### config.mk
export PLATFORM = sky130hd
export DESIGN_NAME = btn_debounce_bank_flat
export DESIGN_NICKNAME = d
export VERILOG_FILES = /design/src/rtl/io_pkg.sv /design/src/rtl/btn_debounce_bank_if.sv /design/src/rtl/debounce_ch.sv /design/src/rtl/btn_debounce_bank.sv /design/src/flat_wrapper.sv
export SDC_FILE = /design/constraint.sdc
export NUM_CORES = 1
export LEC_CHECK = 0
export ABC_AREA = 1
export CAP_MARGIN = 20
export CORE_MARGIN = 5
export CORE_UTILIZATION = 45
export CTS_CLUSTER_DIAMETER = 80
export DETAILED_ROUTE_END_ITERATION = 7
export PLACE_DENSITY = 0.72
export SLEW_MARGIN = 5
export SYNTH_ARGS = -nofsm -noshare
export SYNTH_HDL_FRONTEND = slang
export SYNTH_HIERARCHICAL = 1
export SYNTH_SLANG_ARGS = --single-unit
### constraint.sdc
create_clock -name clk -period 1.1 [get_ports clk]
set_input_delay 0.22 -clock clk [delete_from_list [all_inputs] [get_ports clk]]
set_output_delay 0.22 -clock clk [all_outputs]
set_load 0.02 [all_outputs]
### src/rtl/io_pkg.sv
// Board I/O constants shared by the input conditioner and the CPU top level.
package io_pkg;

  localparam int N_BTN         = 4;
  localparam int DB_CYCLES_HW  = 16;
  localparam int DB_CYCLES_SIM = 4;
  localparam int SYNC_STAGES_D = 2;

  // Channel positions of the four push-buttons within raw_in and every output vector.
  localparam int BTN_U = 0;
  localparam int BTN_D = 1;
  localparam int BTN_L = 2;
  localparam int BTN_R = 3;

endpackage

### src/rtl/btn_debounce_bank_if.sv
// Signal bundle between the board inputs / CPU and the debounce bank.
interface btn_debounce_bank_if
  import io_pkg::*;
#(
  parameter int N_CH = N_BTN
);

  logic [N_CH-1:0] raw_in;
  logic [N_CH-1:0] evt_clr;
  logic [N_CH-1:0] db_level;
  logic [N_CH-1:0] rise;
  logic [N_CH-1:0] fall;
  logic [N_CH-1:0] tgl;
  logic [N_CH-1:0] evt_pending;
  logic            any_pending;

  modport master (
    output raw_in, evt_clr,
    input  db_level, rise, fall, tgl, evt_pending, any_pending
  );

  modport slave (
    input  raw_in, evt_clr,
    output db_level, rise, fall, tgl, evt_pending, any_pending
  );

endinterface

### src/rtl/debounce_ch.sv
// One input channel: synchroniser, stability counter, edge pulses, toggle latch
// and software-clearable pending flag. Every output is a flop.
module debounce_ch #(
  parameter int SYNC_STAGES = 2,
  parameter int DB_CYCLES   = 16
) (
  input  logic clk,
  input  logic reset,
  input  logic i_raw,
  input  logic i_evt_clr,
  output logic o_db_level,
  output logic o_rise,
  output logic o_fall,
  output logic o_tgl,
  output logic o_evt_pending
);

  localparam int CNT_W = $clog2(DB_CYCLES + 1);

  logic [SYNC_STAGES-1:0] r_sync;
  logic [CNT_W-1:0]       r_cnt;
  logic                   r_level;
  logic                   r_rise;
  logic                   r_fall;
  logic                   r_tgl;
  logic                   r_pend;

  logic w_sync;
  logic w_differs;
  logic w_accept;

  assign w_sync    = r_sync[SYNC_STAGES-1];
  assign w_differs = w_sync ^ r_level;
  assign w_accept  = w_differs && (r_cnt == CNT_W'(DB_CYCLES - 1));

  always_ff @(posedge clk) begin
    if (reset) begin
      r_sync  <= '0;
      r_cnt   <= '0;
      r_level <= 1'b0;
      r_rise  <= 1'b0;
      r_fall  <= 1'b0;
      r_tgl   <= 1'b0;
      r_pend  <= 1'b0;
    end else begin
      r_sync <= {r_sync[SYNC_STAGES-2:0], i_raw};

      // Any sample that agrees with the accepted level restarts the count.
      if (!w_differs) begin
        r_cnt <= '0;
      end else if (w_accept) begin
        r_cnt   <= '0;
        r_level <= w_sync;
      end else begin
        r_cnt <= r_cnt + CNT_W'(1);
      end

      r_rise <= w_accept & w_sync;
      r_fall <= w_accept & ~w_sync;

      if (w_accept && w_sync) begin
        r_tgl <= ~r_tgl;
      end

      // A new rise beats a simultaneous clear so no event is dropped.
      if (w_accept && w_sync) begin
        r_pend <= 1'b1;
      end else if (i_evt_clr) begin
        r_pend <= 1'b0;
      end
    end
  end

  assign o_db_level    = r_level;
  assign o_rise        = r_rise;
  assign o_fall        = r_fall;
  assign o_tgl         = r_tgl;
  assign o_evt_pending = r_pend;

endmodule

### src/rtl/btn_debounce_bank.sv
// Bank of independent debounce channels plus a registered "anything pending" summary
// bit for the CPU interrupt / poll path.
module btn_debounce_bank
  import io_pkg::*;
#(
  parameter int N_CH        = N_BTN,
  parameter int SYNC_STAGES = SYNC_STAGES_D,
  parameter int DB_CYCLES   = DB_CYCLES_HW
) (
  input logic                clk,
  input logic                reset,
  btn_debounce_bank_if.slave bus
);

  logic [N_CH-1:0] w_db_level;
  logic [N_CH-1:0] w_rise;
  logic [N_CH-1:0] w_fall;
  logic [N_CH-1:0] w_tgl;
  logic [N_CH-1:0] w_pend;
  logic            r_any_pending;

  for (genvar g = 0; g < N_CH; g++) begin : g_ch
    debounce_ch #(
      .SYNC_STAGES (SYNC_STAGES),
      .DB_CYCLES   (DB_CYCLES)
    ) u_ch (
      .clk           (clk),
      .reset         (reset),
      .i_raw         (bus.raw_in[g]),
      .i_evt_clr     (bus.evt_clr[g]),
      .o_db_level    (w_db_level[g]),
      .o_rise        (w_rise[g]),
      .o_fall        (w_fall[g]),
      .o_tgl         (w_tgl[g]),
      .o_evt_pending (w_pend[g])
    );
  end

  // Registered so the summary bit never depends combinationally on a channel flop.
  always_ff @(posedge clk) begin
    if (reset) begin
      r_any_pending <= 1'b0;
    end else begin
      r_any_pending <= |w_pend;
    end
  end

  assign bus.db_level    = w_db_level;
  assign bus.rise        = w_rise;
  assign bus.fall        = w_fall;
  assign bus.tgl         = w_tgl;
  assign bus.evt_pending = w_pend;
  assign bus.any_pending = r_any_pending;

endmodule
### src/flat_wrapper.sv
// flat-port wrapper written by rule: the top's interface ports become plain ports
module btn_debounce_bank_flat import io_pkg::*;
#(
  parameter int N_CH        = N_BTN,
  parameter int SYNC_STAGES = SYNC_STAGES_D,
  parameter int DB_CYCLES   = DB_CYCLES_HW
)
  (clk, reset, bus_raw_in, bus_evt_clr, bus_db_level, bus_rise, bus_fall, bus_tgl, bus_evt_pending, bus_any_pending);
  btn_debounce_bank_if #(.N_CH(N_CH)) bus_i ();
  input logic clk;
  input logic reset;
  input wire logic [$bits(bus_i.raw_in)-1:0] bus_raw_in;
  input wire logic [$bits(bus_i.evt_clr)-1:0] bus_evt_clr;
  output wire logic [$bits(bus_i.db_level)-1:0] bus_db_level;
  output wire logic [$bits(bus_i.rise)-1:0] bus_rise;
  output wire logic [$bits(bus_i.fall)-1:0] bus_fall;
  output wire logic [$bits(bus_i.tgl)-1:0] bus_tgl;
  output wire logic [$bits(bus_i.evt_pending)-1:0] bus_evt_pending;
  output wire logic [$bits(bus_i.any_pending)-1:0] bus_any_pending;
  assign bus_i.raw_in = bus_raw_in;
  assign bus_i.evt_clr = bus_evt_clr;
  assign bus_db_level = bus_i.db_level;
  assign bus_rise = bus_i.rise;
  assign bus_fall = bus_i.fall;
  assign bus_tgl = bus_i.tgl;
  assign bus_evt_pending = bus_i.evt_pending;
  assign bus_any_pending = bus_i.any_pending;
  btn_debounce_bank #(.N_CH(N_CH), .SYNC_STAGES(SYNC_STAGES), .DB_CYCLES(DB_CYCLES)) u_core (.clk(clk), .reset(reset), .bus(bus_i));
endmodule
After elaboration in Yosys (flattened, before gate mapping)
Index checks and enable logic that the tools add are counted.
{"block": "word_totals", "regBits": 49, "input_bits": 10, "output_inout_bits": 21, "elab_cells": 90}
{"block": "op_classes", "add_sub_neg": 4, "n_eq_ne": 4, "n_mux": 8, "n_bitwise": 24, "reduce_logical": 21}
{"cell": "$add 5x1->5 const B", "n": 4}
{"cell": "$eq 5x4->1 const B", "n": 4}
{"cell": "$not 1->1", "n": 12}
{"cell": "$reduce_or 3->1", "n": 4}
{"cell": "$and 1x1->1", "n": 8}
{"cell": "$logic_and 1x1->1", "n": 8}
{"cell": "$mux 1", "n": 8}
{"cell": "$reduce_and 2->1", "n": 4}
{"cell": "$reduce_bool 2->1", "n": 4}
{"cell": "$reduce_or 4->1", "n": 1}
{"cell": "$xor 1x1->1", "n": 4}

Depth between registers and ports, before layout
{"block": "logic_depth", "ltp_word": 4, "mapped_depth": 8}

By module
Netlist, hierarchy kept.
{"module": "debounce_ch", "n_inst": 4, "cells_per_inst": 56, "area_each_um2": 442.9, "seq_area_each_um2": 240.2}
{"module": "btn_debounce_bank", "n_inst": 1, "cells_per_inst": 4, "area_each_um2": 32.5, "seq_area_each_um2": 20.0}

Worst setup path after synthesis
No wires, ideal clock.
{"block": "synth_path", "path_kind": "reg2reg", "start": "register u_core.g_ch[0].u_ch.r_cnt[0]", "end": "register u_core.g_ch[0].u_ch.r_level", "setup_time_ns": 0.119, "t_arrival_ns": 1.092, "t_required_ns": 0.981, "path_slack_ns": -0.111, "stages_incl_launch_ff": 8, "path_buffers": 0, "path_cell_list": "dfxtp_1 ha_1 nand2_1 nor2_1 ha_1 inv_1 o21ai_0 a21oi_1"}
{"block": "synth_via", "elab_chain_len": 3}
{"element": "from (decl)", "line": "debounce_ch.sv:21", "text": "logic [CNT_W-1:0] r_cnt;"}
{"element": "from (signal assigned)", "line": "debounce_ch.sv:55", "text": "r_cnt <= r_cnt + CNT_W'(1);"}
{"element": "$eq 5x4->1", "line": "debounce_ch.sv:34", "text": "assign w_accept = w_differs && (r_cnt == CNT_W'(DB_CYCLES - 1));"}
{"element": "$logic_and 1x1->1", "line": "debounce_ch.sv:34"}
{"element": "$reduce_and 2->1 (no line)"}
{"element": "to (signal assigned)", "line": "debounce_ch.sv:53", "text": "r_level <= w_sync;"}
{"element": "to (decl)", "line": "debounce_ch.sv:22", "text": "logic r_level;"}
No other way between the ends.
A chain may end at the register's enable or synchronous reset.

Worst setup path after layout
{"block": "layout_path", "start": "register u_core.g_ch[3].u_ch.r_cnt[0]", "end": "register u_core.g_ch[3].u_ch.r_level"}
{"block": "layout_via", "elab_chain_len": 3}
{"element": "from (decl)", "line": "debounce_ch.sv:21"}
{"element": "from (signal assigned)", "line": "debounce_ch.sv:55"}
{"element": "$eq 5x4->1", "line": "debounce_ch.sv:34"}
{"element": "$logic_and 1x1->1", "line": "debounce_ch.sv:34"}
{"element": "$reduce_and 2->1 (no line)"}
{"element": "to (signal assigned)", "line": "debounce_ch.sv:53"}
{"element": "to (decl)", "line": "debounce_ch.sv:22"}
No other way between the ends.

==> metrics.sh <==
DIE_H_UM=73.32
FINAL_MIN_PERIOD_OVER_CLOCK_PERIOD_PCT=113.2
MOST_COMMON_CELL_IN_THE_NETLIST='dfxtp_1'
ARRIVAL_NS=1.43
PLACEMENTROWS=23
DIE_AREA_MM2=0.005376
CTS.HTREE.LEVELS=2
POWER_DENSITY_mW_PER_MM2=1084
CTS.PATH.MAX_BUFFERS=2
ROUTE.DETAILED.DRC=0
FIN_HOLD_WS_NS=0.4056
CELL_MODE_ON_CRITICAL_PATH='ha_4'
SYNTH.LARGEST_AREA_CELL='dfxtp_1'
WORST_R2R_PATH_DEPTH=7
GRT.OVERFLOW.TOTAL=0
WORST_CLOCK_SKEW_NS=0.005812
SYNTH_NETS=246
IOS=31
MAX_SLEW.WORST_PIN.SLEW_NS=0.2546
POST_ROUTE_WORST_SETUP_SLACK_NS=-0.1455
CRITICAL_PATH.MAX_STAGE_DELAY_NS=0.36
NUMCTSBUFFERS=5
HOLD-PATH-CELL-COUNT=2
REGISTER_AREA_SHARE_AFTER_SYNTHESIS_PCT=54.37
YOSYSWARNINGS=6
SYNTH-COMPOUND-AREA-SHARE_PCT=3.606
TIMING.CRITICAL_PATH.REQUIRED_NS=1.28
VIOLATED_CHECKS='negative setup slack'
HOLD_CLASS='reg -> reg'
TOTAL_NEG_SETUP_SLACK_NS=-2.276
POWER.IR.VDD_WORST_V=0.0006588
MAXIMUM_FANOUT_COUNT_ALONG_THE_CRITICAL_PATH=4
LARGEST_FAMILY_OF_LOGIC_CELLS_BY_SYNTHESIZED_AREA='simple AND/OR/NAND/NOR gates'
CRIT_SLOWEST_CELL='dfxtp_2'
ANTENNADIODECOUNT=0
DR.FIRST_ITER.DRC_COUNT=86
FINALWIRELENGTH_UM=3964
CTS_TREE='built'
POST-ROUTE-MIN-PERIOD_NS=1.245
MAXSLEWHEADROOM_PCT=83.01
CTS.ROOT.BUFFER_CELL='clkbuf_8'
SYNTH_ENABLE_FLOP_CELLS=0
SYNTH_TOP_CELLS_BY_AREA='dfxtp_1 (54%), inv_1 (10%), nor2_1 (9.6%), nand2_1 (7.5%), ha_1 (5.5%)'
GRT_FIRST_PASS_WIRELENGTH_UM=6292
FIRSTDRTPASSITERS=4
POSTLAYOUTCOREUTIL_PCT=69.41
HOLD_VIOL_FINAL=0
AREAGROWTHSYNTHTOFINISH_PCT=51.66
GLOBALPLACE.CONGESTION=0.7554
N_FILL_CELL=324
MAXCAPVIOLCOUNT=0
POSTSYNTHREGISTERBITS=49
CRIT_TYPE='reg -> reg'
DRT.ANTENNA.VIOLATING_NETS=0
CP_CAPTURE_TYPE='flop'
FP.COREAREA_MM2=0.003943
SYNTH.AREA.MUX_SHARE_PCT=0
DIE_WIDTH_UM=73.32
WIRE_PER_INST_UM=11.33
DETAIL_ROUTE.VIAS_PER_CELL=4.554
STARTPOINT_CLASS_OF_THE_CRITICAL_PATH='flop'
XOR_AND_XNOR_AREA_SHARE_AFTER_SYNTHESIS_PCT=1.942
LARGEST_NET_DEGREE_AT_THE_START_OF_GLOBAL_ROUTING=24
HPWLAFTERDP_UM=2537
PORT-BUFFER-COUNT=30
MAX_FREQ_MHz=802.9
CLKTRANSATPATHREGS_NS=0.09
YOSYSUNIQUECELLTYPES=12
SYNTH_AREA_MM2=0.001804
CELL_LEAKAGE_POWER_nW=1.229
FIRST_GLOBAL_VIAS=1547
YOSYS.AREA_SHARE.SIMPLE_PCT=24.55
ASYNC_RESET_FF_SHARE_PCT=0
DOMINANTREGCELLSYNTH='dfxtp_1'
SYNTH_FA_HA_AREA_SHARE_PCT=5.548
INITIAL_ANTENNA_VIOLATION_COUNT=0
CRITICAL_PATH.CELL_CHAIN='ha_4 > nand2_4 > nor2_4 > ha_4 > inv_4 > o21ai_2 > a21oi_2'
POST_SYNTH_MOST_FREQUENT_CELLS='dfxtp_1 (49), inv_1 (48), nor2_1 (46), nand2_1 (36), a21oi_1 (9)'
POWER_mW=2.965
AVERAGE_FOOTPRINT_OF_A_SYNTHESIZED_CELL_UM2=7.913
CLOCK_NETWORK_LATENCY_TO_THE_LATER_PIN_OF_THE_WORST_SKEW_PAIR_NS=0.30
FINAL-SETUP-VIOL-COUNT=36
GRT_SETUP_UNREPAIRED='yes'
RUN_STATUS='complete, but fails checks'
INITIAL_UTILIZATION_PCT=45.76
SLEW_VIOLATIONS=0
GRT_USAGE_PCT=15.06
LAYOUT.NETS=317
ROUTE.VIAS.TOTAL=1594
POST_SYNTH_INST_COUNT=228
POST_ROUTE_CELLS_DRIVE_ABOVE_1_SHARE_PCT=43.33
CTS_SINKS=49
POST-SYNTH-TOP-AREA-FRACTION_PCT=54.37
## per-stage QoR
stage               setup WS, ns  instance area (um2)  cells
finish                   -0.1455                 2736    350
CTS                      -0.1351                 2584    346
global route             -0.2335                 2736    350
floorplan               -0.03258                 1894    228
detailed placement       -0.1323                 2495    338
global placement         -0.1148                 2495    338
## state kept, by name, indices dropped and copies added (netlist names)
signal,flops
u_core/g_ch.u_ch/o_tgl,4
u_core/g_ch.u_ch/o_rise,4
u_core/g_ch.u_ch/o_evt_pending,4
u_core/g_ch.u_ch/r_sync,8
u_core/g_ch.u_ch/o_fall,4
u_core/g_ch.u_ch/o_db_level,4
u_core/bus.any_pending,1
u_core/g_ch.u_ch/r_cnt,20
## final cells by class
class	instances	area [um2]	share of cell area, %
Sequential cell	49	992.2	36.26
Tap cell	50	62.56	2.286
Clock inverter	2	10.01	0.3658
Timing Repair Buffer	64	462.9	16.92
Multi-Input combinational cell	131	950.9	34.75
Clock buffer	6	72.57	2.652
Inverter	48	185.2	6.767
## worst max-delay path: cells and delay by family (launching register included)
family / cells / cell delay, ns
adders and majority gates: 2 / 0.35
AOI/OAI and AO/OA: 2 / 0.20
buffers and inverters: 1 / 0.06
DFF: 1 / 0.36
and+or+nand+nor: 2 / 0.17
## cell families after synthesis
group	count (synthesis)
adder cells (fa/ha/maj)	8
AO/OA/AOI/OAI	13
XOR/XNOR	4
flip-flops	49
AND/OR/NAND/NOR	106
buffers and inverters	48
## report_power, final
part / switching, mW / leakage (nW) / internal [mW]
combinational: 0.0746 / 0.783 / 0.0755
clock: 0.566 / 0.0450 / 0.442
sequential: 0.0173 / 0.401 / 1.79
## final timing paths
check,slack [ns],end,from
worst max-delay path,-0.15,u_core/g_ch[3].u_ch/o_db_level,u_core/g_ch[3].u_ch/r_cnt[0]
worst min-delay path,0.41,u_core/g_ch[1].u_ch/r_sync[1],u_core/g_ch[1].u_ch/r_sync[0]
worst min register to register,0.41,u_core/g_ch[1].u_ch/r_sync[1],u_core/g_ch[1].u_ch/r_sync[0]
worst max register to register,-0.15,u_core/g_ch[3].u_ch/o_db_level,u_core/g_ch[3].u_ch/r_cnt[0]
## placed cells by master (no fill, tap or decap)
cell type	instances
inv_1	42
dfxtp_1	40
buf_4	33
nand2_1	30
nor2_1	28
buf_2	21
nor2_2	12
clkdlybuf4s50_1	9
dfxtp_2	9
nand4_1	8
ha_4	7
nor2_4	6
clkbuf_8	5
nand2_4	5
nand2_2	5
a21oi_2	5
a21oi_1	4
o21ai_2	4
inv_2	4
nand3_1	4
xnor2_1	4
nand3_4	3
nor3_2	3
clkinv_2	2
inv_4	2
clkbuf_1	1
nand3_2	1
ha_2	1
nor3_4	1
buf_12	1
## per-layer routing
metal / up-vias / GRT usage (%) / wire [um]
met4: 0 / 8.451 / 70
met1: 718 / 17.22 / 1671
met3: 8 / 3.830 / 183
met2: 32 / 25.42 / 2039
met5: - / 0 / 0
li1: 836 / - / -
## repair_timing
action	in CTS	in global routing
hold buffers	0	0
setup buffers	0	4
pin swaps	23	17
cloned	0	0
resized for setup	93	51
endpoints found under the setup margin	61	48
No activity file was read; power rests on OpenSTA's default activity.
